### config.mk
export PLATFORM = sky130hd
export DESIGN_NAME = lcd_pixel_writer_flat
export DESIGN_NICKNAME = d
export VERILOG_FILES = /design/src/rtl/lcd_pixel_writer_if.sv /design/src/rtl/lcd_pixel_writer.sv /design/src/flat_wrapper.sv
export SDC_FILE = /design/constraint.sdc
export NUM_CORES = 1
export LEC_CHECK = 0
export ABC_CLOCK_PERIOD_IN_PS = 4900
export CAP_MARGIN = 20
export CORE_AREA = 2 2 83 85
export CTS_CLUSTER_DIAMETER = 40
export CTS_CLUSTER_SIZE = 30
export DETAILED_ROUTE_END_ITERATION = 8
export DIE_AREA = 0 0 85 87
export DONT_BUFFER_PORTS = 1
export PLACE_DENSITY = 0.8
export SKIP_CTS_REPAIR_TIMING = 1
export SYNTH_ARGS = -nofsm -noshare
export SYNTH_HDL_FRONTEND = slang
export SYNTH_SLANG_ARGS = --single-unit
### constraint.sdc
create_clock -name clk -period 4.9 [get_ports clk]
set_clock_uncertainty 0.15 [all_clocks]
set_input_delay 0.49 -clock clk [delete_from_list [all_inputs] [get_ports clk]]
set_output_delay 0.49 -clock clk [all_outputs]
set_load 0.005 [all_outputs]
### src/rtl/lcd_pixel_writer_if.sv
// rtl/lcd_pixel_writer_if.sv - pixel handshake between the pixel loader and the LCD writer
interface lcd_pixel_writer_if;
  logic        valid;
  logic [23:0] data;
  logic        ready;

  modport master (output valid, output data, input ready);
  modport slave  (input valid, input data, output ready);
endinterface

### src/rtl/lcd_pixel_writer.sv
// rtl/lcd_pixel_writer.sv - RGB888 to RGB565 frame writer for an 8080-style 8-bit LCD bus
module lcd_pixel_writer #(
  parameter int H_RES       = 480,
  parameter int V_RES       = 270,
  parameter int WR_LOW_CYC  = 2,
  parameter int WR_HIGH_CYC = 2
) (
  input  logic                clk,
  input  logic                reset,
  input  logic                start,
  lcd_pixel_writer_if.slave   pix,
  output logic [7:0]          lcd_db,
  output logic                lcd_rs,
  output logic                lcd_wr_n,
  output logic                lcd_cs_n,
  output logic                busy,
  output logic                done
);

  typedef enum logic [2:0] {IDLE, LOAD, WR_LO, WR_HI, PIX_WAIT, FIN} state_t;
  // What the byte currently on the bus is, so WR_HI knows where to go next
  typedef enum logic [1:0] {K_SETUP, K_PIX_HI, K_PIX_LO} kind_t;

  localparam logic [15:0] COL_LAST = 16'(H_RES - 1);
  localparam logic [15:0] ROW_LAST = 16'(V_RES - 1);
  localparam logic [16:0] PIX_LAST = 17'(H_RES * V_RES - 1);
  localparam logic [15:0] LO_LAST  = 16'(WR_LOW_CYC - 1);
  localparam logic [15:0] HI_LAST  = 16'(WR_HIGH_CYC - 1);
  localparam logic [3:0]  SEQ_LAST = 4'd10;

  state_t      state;
  kind_t       kind;
  logic [3:0]  seq_idx;
  logic [16:0] pix_cnt;
  logic [15:0] cyc;
  logic [7:0]  pix_lo;

  // Only the top bits of each colour survive the 565 packing
  logic unused_pix_bits;
  assign unused_pix_bits = ^{pix.data[18:16], pix.data[9:8], pix.data[2:0]};

  // Window setup sequence: column range, row range, then memory write; returns {rs, byte}
  function automatic logic [8:0] setup_byte(input logic [3:0] idx);
    case (idx)
      4'd0:    return {1'b0, 8'h2A};
      4'd3:    return {1'b1, COL_LAST[15:8]};
      4'd4:    return {1'b1, COL_LAST[7:0]};
      4'd5:    return {1'b0, 8'h2B};
      4'd8:    return {1'b1, ROW_LAST[15:8]};
      4'd9:    return {1'b1, ROW_LAST[7:0]};
      4'd10:   return {1'b0, 8'h2C};
      default: return {1'b1, 8'h00};
    endcase
  endfunction

  // Frame sequencer: setup bytes, then per pixel a handshake and two data bytes
  always_ff @(posedge clk) begin
    if (reset) begin
      state     <= IDLE;
      kind      <= K_SETUP;
      seq_idx   <= '0;
      pix_cnt   <= '0;
      cyc       <= '0;
      pix_lo    <= '0;
      pix.ready <= 1'b0;
      lcd_db    <= 8'h00;
      lcd_rs    <= 1'b1;
      lcd_wr_n  <= 1'b1;
      lcd_cs_n  <= 1'b1;
      busy      <= 1'b0;
      done      <= 1'b0;
    end else begin
      case (state)
        IDLE: begin
          if (start) begin
            state              <= LOAD;
            kind               <= K_SETUP;
            seq_idx            <= '0;
            pix_cnt            <= '0;
            busy               <= 1'b1;
            lcd_cs_n           <= 1'b0;
            {lcd_rs, lcd_db}   <= setup_byte(4'd0);
          end
        end
        // Bus already holds the byte; begin the strobe
        LOAD: begin
          state    <= WR_LO;
          lcd_wr_n <= 1'b0;
          cyc      <= '0;
        end
        WR_LO: begin
          if (cyc == LO_LAST) begin
            state    <= WR_HI;
            lcd_wr_n <= 1'b1;
            cyc      <= '0;
          end else begin
            cyc <= cyc + 16'd1;
          end
        end
        WR_HI: begin
          if (cyc != HI_LAST) begin
            cyc <= cyc + 16'd1;
          end else begin
            cyc <= '0;
            case (kind)
              K_SETUP: begin
                if (seq_idx != SEQ_LAST) begin
                  state            <= LOAD;
                  seq_idx          <= seq_idx + 4'd1;
                  {lcd_rs, lcd_db} <= setup_byte(seq_idx + 4'd1);
                end else begin
                  state     <= PIX_WAIT;
                  pix.ready <= 1'b1;
                end
              end
              K_PIX_HI: begin
                state  <= LOAD;
                kind   <= K_PIX_LO;
                lcd_db <= pix_lo;
              end
              default: begin
                if (pix_cnt == PIX_LAST) begin
                  state    <= FIN;
                  done     <= 1'b1;
                  busy     <= 1'b0;
                  lcd_cs_n <= 1'b1;
                end else begin
                  pix_cnt   <= pix_cnt + 17'd1;
                  state     <= PIX_WAIT;
                  pix.ready <= 1'b1;
                end
              end
            endcase
          end
        end
        // ready is high throughout this state, so valid alone completes the handshake
        PIX_WAIT: begin
          if (pix.valid) begin
            pix.ready <= 1'b0;
            state     <= LOAD;
            kind      <= K_PIX_HI;
            lcd_rs    <= 1'b1;
            lcd_db    <= {pix.data[23:19], pix.data[15:13]};
            pix_lo    <= {pix.data[12:10], pix.data[7:3]};
          end
        end
        FIN: begin
          done  <= 1'b0;
          state <= IDLE;
        end
        default: state <= IDLE;
      endcase
    end
  end

endmodule
### src/flat_wrapper.sv
// flat-port wrapper written by rule: the top's interface ports become plain ports
module lcd_pixel_writer_flat 
#(
  parameter int H_RES       = 480,
  parameter int V_RES       = 270,
  parameter int WR_LOW_CYC  = 2,
  parameter int WR_HIGH_CYC = 2
)
  (clk, reset, start, lcd_db, lcd_rs, lcd_wr_n, lcd_cs_n, busy, done, pix_valid, pix_data, pix_ready);
  lcd_pixel_writer_if pix_i ();
  input  logic clk;
  input  logic reset;
  input  logic start;
  output logic [7:0] lcd_db;
  output logic lcd_rs;
  output logic lcd_wr_n;
  output logic lcd_cs_n;
  output logic busy;
  output logic done;
  input wire logic [$bits(pix_i.valid)-1:0] pix_valid;
  input wire logic [$bits(pix_i.data)-1:0] pix_data;
  output wire logic [$bits(pix_i.ready)-1:0] pix_ready;
  assign pix_i.valid = pix_valid;
  assign pix_i.data = pix_data;
  assign pix_ready = pix_i.ready;
  lcd_pixel_writer #(.H_RES(H_RES), .V_RES(V_RES), .WR_LOW_CYC(WR_LOW_CYC), .WR_HIGH_CYC(WR_HIGH_CYC)) u_core (.clk(clk), .reset(reset), .start(start), .pix(pix_i), .lcd_db(lcd_db), .lcd_rs(lcd_rs), .lcd_wr_n(lcd_wr_n), .lcd_cs_n(lcd_cs_n), .busy(busy), .done(done));
endmodule
* Word level (Yosys, flattened, before mapping)
Cells that the tools add are included.
** Storage, ports and cells
- Output and inout port bits :: 14
- Input port bits :: 28
- Bits in registers :: 64
- Word-level logic and storage cells :: 126
** Operators by class
- Eq/ne operators :: 31
- Reduce and logical (&&, ||, !) cells :: 22
- Add/sub/neg operators :: 3
- Mux-type cells :: 57
** Operators by type and width (number)
- $mux W17 :: 4
- $pmux W9 S6 :: 1
- $pmux W16 S3 :: 1
- $pmux W17 S2 :: 1
- $mux W16 :: 2
- $mux W8 :: 4
- $pmux W8 S3 :: 1
- $reduce_and A5 Y1 :: 4
- $mux W1 :: 18
- $reduce_and A6 Y1 :: 3
- $add A17 B1 Y17 const B :: 1
- $eq A17 B17 Y1 const B :: 1
- $add A16 B1 Y16 const B :: 1
- $eq A16 B1 Y1 const B :: 1
- $mux W4 :: 4
- $ne A16 B1 Y1 const B :: 1
- $pmux W8 S2 :: 1
- $mux W3 :: 5
- $pmux W3 S5 :: 1
- $eq A4 B4 Y1 const B :: 3
- $ne A2 B2 Y1 const B :: 6
- $pmux W1 S2 :: 6
- $ne A2 B1 Y1 const B :: 5
- $eq A4 B3 Y1 const B :: 2
- 23 further kinds :: 36

* Longest topological paths before layout
- Depth after elaboration :: 8
- Gate-level depth with buffers :: 9
- Mapped depth without buffers :: 8

* Least setup slack after synthesis
OpenSTA, ideal clock, no wires.
- Kind :: register to register
- From :: register u_core.seq_idx[0]
- To :: register u_core.seq_idx[3]
- Path slack :: 2.740 ns
- Library setup time :: 0.070 ns
- Clock period less this slack :: 2.160 ns
- Path buffers :: 0
- Data required time :: 4.680 ns
- Arrival :: 1.940 ns
- Stages on the path, launching flop included :: 8
- Path through :: dfxtp_1 > inv_1 > ha_1 > a311o_2 > nor3_2 > nor2_2 > or4_1 > a21oi_1
** On the way
- Longest elaborated chain between the ends :: 5
- Elaborated cells on any way between the ends :: 8
- Those cells by class :: add/sub (1); eq/ne (2); mux (4); reduce/logical (1)
** Ends and longest elaborated chain
- start: declaration :: line lcd_pixel_writer.sv:33 : logic [3:0] seq_idx;
- start signal: assignment :: line lcd_pixel_writer.sv:109 : seq_idx <= seq_idx + 4'd1;
- $add A4 B1 Y4 :: line lcd_pixel_writer.sv:109
- $mux W4 :: line lcd_pixel_writer.sv:107 : if (seq_idx != SEQ_LAST) begin
- $mux W4 :: line lcd_pixel_writer.sv:105 : case (kind)
- $mux W4 :: line lcd_pixel_writer.sv:101 : if (cyc != HI_LAST) begin
- $pmux W4 S2 :: line lcd_pixel_writer.sv:73 : case (state)
Several ways; a longest one is shown, not always the timed one. The select of a mux whose other input is x is not followed.
A chain may end at the register's enable or synchronous reset.

* Worst setup path after layout
- From :: register u_core.seq_idx[0]
- To :: register u_core.lcd_db[0]
** On the way
- Longest elaborated chain between the ends :: 8
- Elaborated cells on any way between the ends :: 17
- Those cells by class :: add/sub (1); eq/ne (8); mux (5); reduce/logical (3)
** Ends and longest elaborated chain
- $add A4 B1 Y4 :: line lcd_pixel_writer.sv:110 : {lcd_rs, lcd_db} <= setup_byte(seq_idx + 4'd1);
- $eq A4 B2 Y1 or $eq A4 B4 Y1 (tied branches) :: line lcd_pixel_writer.sv:44 : case (idx)
- $reduce_or A2 Y1 (no line)
- $pmux W9 S6 :: line lcd_pixel_writer.sv:44
- $mux W8 :: line lcd_pixel_writer.sv:107
- $pmux W8 S2 :: line lcd_pixel_writer.sv:105
- $mux W8 :: line lcd_pixel_writer.sv:101
- $pmux W8 S3 :: line lcd_pixel_writer.sv:73
- end signal: assignment :: line lcd_pixel_writer.sv:82 : {lcd_rs, lcd_db} <= setup_byte(4'd0);
- end signal: assignment :: line lcd_pixel_writer.sv:110
- end signal: assignment :: line lcd_pixel_writer.sv:119 : lcd_db <= pix_lo;
- end: declaration :: line lcd_pixel_writer.sv:12 : output logic [7:0] lcd_db,
Several ways; a longest one is shown, not always the timed one. The select of a mux whose other input is x is not followed.

==> results.md <==
- Die area: 7400 um2
- GR Layer Usage met1: 25.0%
- Initial drt markers: 123
- Worst-skew pair later-pin latency: 0.34 ns
- Peak supply drop: 313 uV
- Post-synth EDFFs: 0
- Fin cells: 500
- Final hold violation count: 0
- Total negative setup slack: 0 ns
- Initial antenna violation count: 0
- Dpl cell area: 3460 um2
- I/O pin total: 42
- Synth Cell Area: 3490 um2
- Global Route Usage Sum: 21.0%
- DP HPWL: 5320 um
- Initial core utilization: 53.1%
- Slew headroom: 40.0%
- Largest net degree at the start of global routing: 44
- DRC Markers: 0
- Clock Tree Root: clkbuf_8
- GRT overflow: 0
- Synth async-reset ratio: 0%
- Combinational power share: 6.6%
- Core area: 6570 um2
- Final Max Slew Viols: 0
- First-pass GRT wire length: 12600 um
- Clock slew at reported path FFs: 0.08 ns
- H-tree levels: 3
- Total CTS buffers: 9
- Required time of the worst setup path: 4.99 ns
- Vias in the first global route: 2778
- Final period util: 56.8%
- Design Area, Final: 3690 um2
- Routed wire length: 7640 um
- Synth cell types: 67
- Clock group share of total power: 45.4%
- Global Route met2 Usage: 36.9%
- Row count: 30
- Final net count: 451
- Layout cells sized above 1: 9.29%
- Wire per inst: 15.3 um
- CP Launch Type: flop
- Port-buffer cells: 0
- Syn Nets: 459
- CTS Buffer Depth: 2
- Vias: 3063
- Register area share after synthesis: 36.7%
- Area added between synthesis and finish: 5.81%
- Seq pwr share: 48.0%
- Power Dens Cells: 309 nW/um2
- Synthesis Warnings: 0
- Switching share of power: 23.6%
- Vias per inst: 6.13
- Max_cap viols: 0
- Leakage: 1.18 nW
- Outcome: finished, final reports clean
- NetSw: 0.269 mW
- Gpl congestion: 0.836
- Critical Path Sink Type: flop
- Internal power of the cells: 0.871 mW
- F_max: 359 MHz
- Cell count after placement: 484
- Least-Margin Pin Slew: 0.900 ns
- TritonCTS clock tree: done
- Post-synthesis register bit count: 64
- Die W: 85 um
- Synth Instances: 423
- Class of the worst hold path: input pin to flop
- DRT Pass-1 Iters: 5
- Chip height: 87 um
- Fin crit period: 2.78 ns
- Critical-path maximum fanout: 12
- Main flop type after synthesis: dfxtp_1
- Diodes inserted: 0
- Met3 GRT Util: 4.93%
- Critical path type: flop to flop
- Global routing's busiest layer: met2
- Final setup fails: 0
- Num Clock Sinks: 64
- RSZ-0062 raised after global routing: false
- Worst path arrival time: 2.87 ns
- Synthesized area per cell: 8.24 um2
- Antenna Nets Post-Route: 0
-- synth_stat cells, drive strengths merged, types with 3 or more instances --
cell,n,area [um2]
a2111oi,4,60.1
a211oi,7,57.6
a21oi,43,215
a311oi,4,35.0
a32oi,3,26.3
and2,4,25.0
and4,4,37.5
buf,7,53.8
clkbuf,11,65.1
dfxtp,64,1280
ha,8,100
inv,9,33.8
nand2,50,190
nand2b,6,37.5
nand3,15,75.1
nand4,14,87.6
nor2,64,243
nor3,10,60.1
nor4,5,52.6
nor4b,3,32.5
o21ai,15,75.1
xnor2,20,175
xor2,10,87.6
-- routing by layer --
metal | routed length (um) | share of wire [%] | vias up
li1 | - | - | 1511
met1 | 3370 | 44 | 1454
met2 | 3660 | 48 | 85
met3 | 465 | 6.1 | 13
met4 | 138 | 1.8 | 0
met5 | 0 | 0 | -
-- through the flow --
step                      utilization, %  setup slack, ns  total power [mW]  hold WS (ns)
after floorplan                        -             2.74             0.625         0.283
after global placement              52.7             2.19             0.632         0.282
after detailed placement            52.7             2.17             0.634         0.287
after CTS                           56.2             2.14              1.15        0.0508
after global routing                56.2             1.83              1.18        0.0644
final                               56.2             2.12              1.14        0.0729
-- power by group through the flow --
| stage | clock (mW) | combinational [mW] | sequential [mW] |
|---|---|---|---|
| finish | 0.517 | 0.0754 | 0.547 |
| global route | 0.546 | 0.0851 | 0.549 |
| CTS | 0.527 | 0.0758 | 0.547 |
| detailed placement | 0 | 0.0749 | 0.559 |
| global placement | 0 | 0.0733 | 0.559 |
| floorplan | 0 | 0.0721 | 0.553 |
-- layout make-up --
| class | instances | area, um2 |
|---|---|---|
| clock inverters | 5 | 78.8 |
| well taps | 80 | 100 |
| clock buffers | 11 | 151 |
| fillers | 597 | 2880 |
| multi-input cells | 331 | 2040 |
| flip-flops and latches | 64 | 1280 |
| inverters | 9 | 33.8 |
-- layout by cell type (no fill, tap or decap), types with 3 or more instances in the layout --
master | Yosys | routed
inv_1 | 9 | 9
nand2_1 | 49 | 49
nor3_1 | 8 | 8
xor2_1 | 10 | 10
and4_1 | 3 | 3
a211oi_1 | 6 | 6
nor4_1 | 3 | 3
xnor2_1 | 20 | 20
clkbuf_8 | 2 | 11
nand4_1 | 14 | 14
a311oi_1 | 4 | 4
nand2b_1 | 6 | 6
nor2_1 | 63 | 63
dfxtp_1 | 64 | 64
a21oi_1 | 43 | 43
a32oi_1 | 3 | 3
ha_1 | 8 | 8
nand3_1 | 15 | 15
and2_1 | 4 | 4
o21ai_0 | 15 | 15
a2111oi_2 | 4 | 4
-- path summary, 6_finish.rpt --
check,startpoint,to,slack (ns),cells past startpoint
max,u_core.seq_idx[0]$_SDFFE_PP0P_,u_core.lcd_db[0]$_SDFFE_PP0P_,2.12,7
min,reset,u_core.seq_idx[0]$_SDFFE_PP0P_,0.07,1
max reg2reg,u_core.seq_idx[0]$_SDFFE_PP0P_,u_core.lcd_db[0]$_SDFFE_PP0P_,2.12,7
min reg2reg,u_core.pix_lo[4]$_SDFFE_PP0P_,u_core.pix_lo[4]$_SDFFE_PP0P_,0.31,2
-- worst max-delay path, cell delays in order (launching register included) --
cell and delay (ns):
dfxtp_1 0.42, inv_1 0.11, ha_1 0.27, a41oi_1 0.50, a21oi_1 0.13, a21oi_1 0.71
mux2i_1 0.29, o22ai_1 0.09
-- cells by family after synthesis --
group,Yosys count,synth area share (%)
and+or+nand+nor,187,26.8
adders and majority gates,8,2.87
buffers and inverters,28,4.63
muxes,3,0.897
DFF,64,36.7
xor gates and xnor gates,30,7.53
AOI/OAI and AO/OA,103,20.6
-- sequential cells by signal (all words and copies together), names as in the netlist --
register and flops:
u_core.seq_idx 4, u_core.lcd_wr_n 1, u_core.busy 1, u_core.lcd_cs_n 1, u_core.pix_cnt 17, u_core.lcd_db 8
u_core.done 1, u_core.kind 2, u_core.pix.ready 1, u_core.pix_lo 8, u_core.state 3, u_core.cyc 16
u_core.lcd_rs 1
Power figures use the tool's default switching activity.
